### src/rtl/kl8e_rx.sv
// KL8E console keyboard receiver: recovers 8N1 characters from rx for the KSF/KCC/KRS/KRB IOT logic.
// Build option RX_MAJORITY_EN: each bit decision is a 3-sample majority vote around the bit centre.
module kl8e_rx #(
  parameter int clock_frequency = 100_000_000,
  parameter int baud_rate       = 9600
) (
  input  logic        clk,
  input  logic        reset,
  input  logic        rx,
  input  logic        kbd_clr,
  output logic [4:11] rx_data,
  output logic        rx_flag,
  output logic        overrun,
  output logic        framing_err,
  output logic        busy
);

  localparam int BIT_PERIOD  = clock_frequency / baud_rate;
  localparam int HALF_PERIOD = BIT_PERIOD / 2;
  localparam int CNT_W       = $clog2(BIT_PERIOD);
`ifdef RX_MAJORITY_EN
  // The vote resolves one cycle after cnt reaches 0, so reload one shorter to keep the bit pitch.
  localparam int RELOAD = BIT_PERIOD - 2;
`else
  localparam int RELOAD = BIT_PERIOD - 1;
`endif
  localparam logic [CNT_W-1:0] BIT_LOAD  = CNT_W'(RELOAD);
  localparam logic [CNT_W-1:0] HALF_LOAD = CNT_W'(HALF_PERIOD - 1);

  typedef enum logic [1:0] {IDLE, START, DATA, STOP} state_e;

  state_e           state_q;
  logic             rx_meta_q, rxs_q, rxs_dly_q;
  logic [CNT_W-1:0] cnt_q;
  logic [2:0]       bit_idx_q;
  logic [4:11]      shreg_q;
  logic [4:11]      rx_data_q;
  logic             flag_q, ovr_q, fe_q, busy_q;
  logic             take;
  logic             sample;
`ifdef RX_MAJORITY_EN
  logic             vote_q, v1_q, v0_q;
`endif

  always_comb begin
    take   = 1'b0;
    sample = rxs_q;
`ifdef RX_MAJORITY_EN
    take   = vote_q;
    sample = (v1_q & v0_q) | (v1_q & rxs_q) | (v0_q & rxs_q);
`else
    take   = (state_q != IDLE) && (cnt_q == '0);
`endif
  end

  // NOTE: every register below uses <= so all of them update from the same pre-edge values;
  // later assignments in the block (e.g. the load in STOP) deliberately override earlier defaults.
  always_ff @(posedge clk) begin
    if (reset) begin
      rx_meta_q <= 1'b1;
      rxs_q     <= 1'b1;
      rxs_dly_q <= 1'b1;
      state_q   <= IDLE;
      cnt_q     <= '0;
      bit_idx_q <= '0;
      shreg_q   <= '0;
      rx_data_q <= '0;
      flag_q    <= 1'b0;
      ovr_q     <= 1'b0;
      fe_q      <= 1'b0;
      busy_q    <= 1'b0;
`ifdef RX_MAJORITY_EN
      vote_q    <= 1'b0;
      v1_q      <= 1'b1;
      v0_q      <= 1'b1;
`endif
    end else begin
      // NOTE: rx is asynchronous; two flops before any decision to contain metastability.
      rx_meta_q <= rx;
      rxs_q     <= rx_meta_q;
      rxs_dly_q <= rxs_q;

      if (kbd_clr) begin
        flag_q <= 1'b0;
        ovr_q  <= 1'b0;
      end

      if (state_q != IDLE && cnt_q != '0) cnt_q <= cnt_q - 1'b1;

`ifdef RX_MAJORITY_EN
      if (state_q != IDLE && !vote_q) begin
        if (cnt_q == CNT_W'(1)) v1_q <= rxs_q;
        if (cnt_q == '0) begin
          v0_q   <= rxs_q;
          vote_q <= 1'b1;
        end
      end
      if (take) vote_q <= 1'b0;
`endif

      case (state_q)
        IDLE: begin
          if (rxs_dly_q && !rxs_q) begin
            cnt_q   <= HALF_LOAD;
            state_q <= START;
            busy_q  <= 1'b1;
          end
        end
        START: begin
          if (take) begin
            if (!sample) begin
              cnt_q     <= BIT_LOAD;
              bit_idx_q <= '0;
              state_q   <= DATA;
            end else begin
              state_q <= IDLE;
              busy_q  <= 1'b0;
            end
          end
        end
        DATA: begin
          if (take) begin
            shreg_q   <= {sample, shreg_q[4:10]};
            cnt_q     <= BIT_LOAD;
            bit_idx_q <= bit_idx_q + 1'b1;
            if (bit_idx_q == 3'd7) state_q <= STOP;
          end
        end
        STOP: begin
          if (take) begin
            // A coincident kbd_clr has already consumed the old flag, so it cannot overrun.
            rx_data_q <= shreg_q;
            fe_q      <= ~sample;
            ovr_q     <= ~kbd_clr & (ovr_q | flag_q);
            flag_q    <= 1'b1;
            state_q   <= IDLE;
            busy_q    <= 1'b0;
          end
        end
        default: begin
          state_q <= IDLE;
          busy_q  <= 1'b0;
        end
      endcase
    end
  end

  assign rx_data     = rx_data_q;
  assign rx_flag     = flag_q;
  assign overrun     = ovr_q;
  assign framing_err = fe_q;
  assign busy        = busy_q;

endmodule

### config.mk
export PLATFORM = sky130hd
export DESIGN_NAME = kl8e_rx
export DESIGN_NICKNAME = d
export VERILOG_FILES = /design/src/rtl/kl8e_rx.sv
export SDC_FILE = /design/constraint.sdc
export NUM_CORES = 1
export LEC_CHECK = 0
export BUFFER_PORTS_ARGS = -buffer_cell sky130_fd_sc_hd__buf_2
export CAP_MARGIN = 25
export CELL_PAD_IN_SITES_DETAIL_PLACEMENT = 1
export CELL_PAD_IN_SITES_GLOBAL_PLACEMENT = 2
export CORE_ASPECT_RATIO = 1.4
export CORE_MARGIN = 4
export CORE_UTILIZATION = 40
export CTS_BUF_LIST = sky130_fd_sc_hd__clkbuf_8
export DETAILED_ROUTE_END_ITERATION = 10
export PLACE_DENSITY = 0.95
export REMOVE_ABC_BUFFERS = 1
export SYNTH_ARGS = -nofsm -noshare
export SYNTH_HDL_FRONTEND = slang
export SYNTH_SLANG_ARGS = --single-unit
### constraint.sdc
create_clock -name clk -period 5.15 [get_ports clk]
set_input_delay 1.545 -clock clk [delete_from_list [all_inputs] [get_ports clk]]
set_output_delay 1.545 -clock clk [all_outputs]
set_load 0.1 [all_outputs]
# ---- Yosys cells after proc, flatten, opt, wreduce, memory -nomap -nowiden
# Index checks and enable logic that the tools add are counted.
dict set report totals {
  wordCells 72
  out_inout_bits 12
  romBits 0
  ramBits 0
  mem_count 0
  register_bits 42
  latch_bits 0
  input_bits 4
}
dict set report classes {
  addsub 2
  n_eq_ne 11
  shift 0
  div_mod_pow 0
  order_cmp 0
  mux 28
  bitwise 4
  mul 0
  n_reduce_logical 15
}
# op count
set ops {}
lappend ops {{$mux 14} 5}
lappend ops {{$pmux 14 s3} 1}
lappend ops {{$logic_not 14->1} 1}
lappend ops {{$ne 2x2->1 const B} 7}
lappend ops {{$reduce_bool 14->1} 1}
lappend ops {{$sub 14x1->14 const B} 1}
lappend ops {{$mux 2} 6}
lappend ops {{$mux 1} 10}
lappend ops {{$reduce_and 5->1} 2}
lappend ops {{$mux 3} 3}
lappend ops {{$pmux 2 s4} 1}
lappend ops {{$pmux 3 s2} 1}
lappend ops {{$eq 2x2->1 const B} 2}
lappend ops {{$reduce_and 2->1} 2}
lappend ops {{$reduce_and 4->1} 1}
lappend ops {{$reduce_bool 2->1} 2}
lappend ops {{$add 3x1->3 const B} 1}
lappend ops {{$eq 3x3->1 const B} 1}
lappend ops {{$logic_and 1x1->1} 3}
lappend ops {{$pmux 1 s3} 1}
lappend ops {{$reduce_bool 3->1} 1}
lappend ops {{$eq 2x1->1 const B} 1}
lappend ops {{$logic_not 2->1} 1}
lappend ops {{$not 1->1} 2}
lappend ops {{3 further kinds} 3}

# ---- Depth between registers and ports, before layout
dict set report depth {
  word_depth 6
  mapped_depth 9
  ltp_nobuf 7
}

# ---- Least setup slack after synthesis
# OpenSTA, ideal clock, no wires.
dict set report synth_timing {
  kind {register to output}
  startpoint {register flag_q (netlist: rx_flag)}
  endpoint {output port rx_flag}
  n_path_buf 0
  required_time_ns 3.605
  t_arrival_ns 0.940
  slack_ns 2.665
  path_stages_with_launch 1
  cell_sequence {dfxtp_1}
}
# item line_no
set synth_lines {}
lappend synth_lines {{start, declared} 38} ;# logic flag_q, ovr_q, fe_q, busy_q;
lappend synth_lines {{start signal, assigned} 68} ;# flag_q <= 1'b0;
lappend synth_lines {{start signal, assigned} 84} ;# flag_q <= 1'b0;
lappend synth_lines {{start signal, assigned} 135} ;# flag_q <= 1'b1;
lappend synth_lines {{end, declared} 12} ;# output logic rx_flag,
# No word-level cell between the ends.

# ---- Worst setup path in the final report
dict set report layout_timing {
  startpoint {register cnt_q[0]}
  endpoint {register rx_data_q, in the netlist rx_data[11]}
}
dict set report layout_via {
  elab_chain_cells 3
}
# item line_no
set layout_lines {}
lappend layout_lines {{start, declared} 34} ;# logic [CNT_W-1:0] cnt_q;
lappend layout_lines {{start signal, assigned} 88} ;# if (state_q != IDLE && cnt_q != '0) cnt_q <= cnt_q - 1'b1;
lappend layout_lines {{$logic_not 14->1} 52} ;# take = (state_q != IDLE) && (cnt_q == '0);
lappend layout_lines {{$logic_and 1x1->1} 52}
lappend layout_lines {{$reduce_and 2->1 (no source line)} --}
lappend layout_lines {{end signal, assigned} 132} ;# rx_data_q <= shreg_q;
lappend layout_lines {{end, declared} 37} ;# logic [4:11] rx_data_q;
# No other way between the ends.
# A chain may end at the register's enable or synchronous reset.

==> reports/metrics.cfg <==
[outcome]
run_status = complete, no violations

[placed_design]
place_ws_ps = 2398
io_buffer_count = 15
gp_congestion = 0.7507
dp_hpwl_mm = 2.772

[global_routing]
grt_max_degree = 48
overflow = 0
antenna_found_initial = 0
grt_pass1_wl_mm = 7.065
grt_pass1_vias = 1506
grt_usage_pct = 16.06

[logic_synthesis]
synth.distinct_cells = 44
ys.flop_type = dfxtp_1
yosys_warnings = 0
synth_edf_count = 0
synth_area_um2 = 1849
ys_seq_elements = 42
yosysSeqAreaShare_pct = 45.47
synth_cells = 204
ys_async_sr_fraction_pct = 0
postSynthAreaPerCell_um2 = 9.065

[clock_tree]
clkLatencyLatePin_ps = 300
cts_tree = built
postCtsResizedCells = 0
cts_max_level = 2
clock_path_buffers = 2
cts_setup_buffers = 0
numCtsBuffers = 5
clkTransAtPathRegs_ps = 80
root_buffer = clkbuf_8
cts_sinks = 42
ctsHoldBuffers = 0

[cells_and_area]
final_core_util_pct = 45.41
mostFrequentLayoutCell = dfxtp_1
mostFrequentLayoutCells = 42 x dfxtp_1, 21 x nor2_1, 20 x nand2_1
area_growth_syn_to_layout_pct = 10.49
diodes = 0
regArea_um2 = 840.8
nets = 220
drive_gt1_share_pct = 16.43
multi_input_area_um2 = 925.9
n_fill_cell = 556

[die]
die_height_um = 88.45
io_pins = 16
core_um2 = 4499
dieWidth_um = 65.47
row_count = 29
die-area_um2 = 5790
start_util_pct = 41.10

[worst_setup_path]
path_max_fanout = 12
r2r_start = cnt_q[0]
reg2reg_slack_ps = 2400
crit_path_end_kind = flop
path_class = reg2reg
crit_arrival_ps = 2920
rr_worst_depth = 7
crit_required_ps = 5310
reg2reg_to = rx_data[11]
startpoint_type = flop

[detailed_routing]
via_per_inst = 5.451
wl_mm = 4.091
drt_iter0_markers = 37
drc = 0
ant_nets = 0
wl_per_cell_um = 14.88
route.vias.total = 1499
dr.pass1.iters = 2

[power_and_ir_drop]
ir_drop_mv = 0.2025
p_per_area_nw_per_um2 = 383.9
p_leak_nw = 0.7663

[timing]
skew_ps = 8.256
rsz0062_at_grt = no
slew_viol_final = 0
worst_slack_ps = 2397
setup-violations-final = 0
finalCritPeriodShare_pct = 53.45
max_freq_mhz = 363.3
tightest_slew_ps = 846.8
fin_crit_ps = 2753
slew_headroom_pct = 43.40
fin_tns_setup_ps = 0
hold_viol_final = 0

[hold_path]
min_path_type = reg2reg
hp-start = rx_meta_q
hold_end = rxs_q
hold_depth = 1

[flow_run]
max-cap-violations = 0

-- cell families after synthesis --
family,after synthesis,share of synthesized area [%]
AO/OA/AOI/OAI,43,14.89
XOR/XNOR,4,1.895
adder cells (fa/ha/maj),4,2.706
buffers and inverters,17,4.465
flip-flops,42,45.47
multiplexers,12,6.496
AND/OR/NAND/NOR,82,24.09
-- layout make-up --
class | count | area share [%]
Multi-Input combinational cell | 145 | 45.32
Sequential cell | 42 | 41.15
Tap cell | 62 | 3.797
Timing Repair Buffer | 15 | 3.674
Clock buffer | 5 | 3.368
Clock inverter | 3 | 2.143
Inverter | 3 | 0.5511
-- sequential cells by signal, summed over array words and instances (netlist names), named ones only --
signal       count
cnt_q           14
rx_data          8
shreg_q          8
bit_idx_q        3
busy             1
framing_err      1
overrun          1
rx_flag          1
rx_meta_q        1
rxs_dly_q        1
rxs_q            1
state_q          1
-- synthesized netlist by cell type (4+ instances only) --
library cell / number / area share [%]
nor3_1: 6 / 1.6
nor2_1: 21 / 4.3
nand3_1: 6 / 1.6
ha_1: 4 / 2.7
o21ai_0: 6 / 1.6
mux2i_1: 12 / 6.5
clkbuf_1: 9 / 1.8
or2_2: 4 / 1.4
nand2_1: 20 / 4.1
dfxtp_1: 42 / 45
a21oi_1: 18 / 4.9
nor4_1: 4 / 1.4
-- worst max-delay path by stage --
| stage | start | to | slack, ps | cells after the start |
|---|---|---|---|---|
| 4_1_cts | cnt_q[0] | rx_data[9] | 2370 | 7 |
| 5_1_grt | cnt_q[0] | bit_idx_q[1] | 2170 | 7 |
| 3_3_place_gp | reset | cnt_q[11] | 2450 | 4 |
| 2_1_floorplan | rx_flag | rx_flag | 2660 | 0 |
| 3_5_place_dp | cnt_q[0] | rx_data[9] | 2400 | 7 |
| 6_report | cnt_q[0] | rx_data[11] | 2400 | 7 |
-- per-stage QoR --
stage	instances	hold slack [ps]	power, mW	area (um^2)
final	275	433.9	0.7844	2043
after global routing	275	455.7	0.8306	2043
after CTS	275	435.8	0.7951	2043
after detailed placement	267	402.6	0.5260	1931
after global placement	267	391.7	0.5218	1931
after floorplan	190	389.5	0.4835	1778
-- routing by layer --
metal	GRT usage (%)	routed length [um]	up-vias	part of all wire, %
li1	-	-	741	-
met1	17.55	1758	739	43
met2	28.39	2131	12	52
met3	4.193	110	7	2.7
met4	8.302	91	0	2.2
met5	0	0	-	0
-- critical path, stage by stage, from the launching register on --
cell	delay, ps
dfxtp_1	360
inv_1	90
ha_1	130
or3b_2	480
nor2_1	540
and4_1	690
mux2i_1	270
nor2_1	50
-- where the power goes --
part / internal, mW / total (mW) / switching [mW]
clock network: 0.145 / 0.266 / 0.120
registers: 0.340 / 0.357 / 0.0164
logic: 0.0565 / 0.162 / 0.106
total: 0.542 / 0.784 / 0.242
Note: power is estimated with default switching activity, not from simulation.
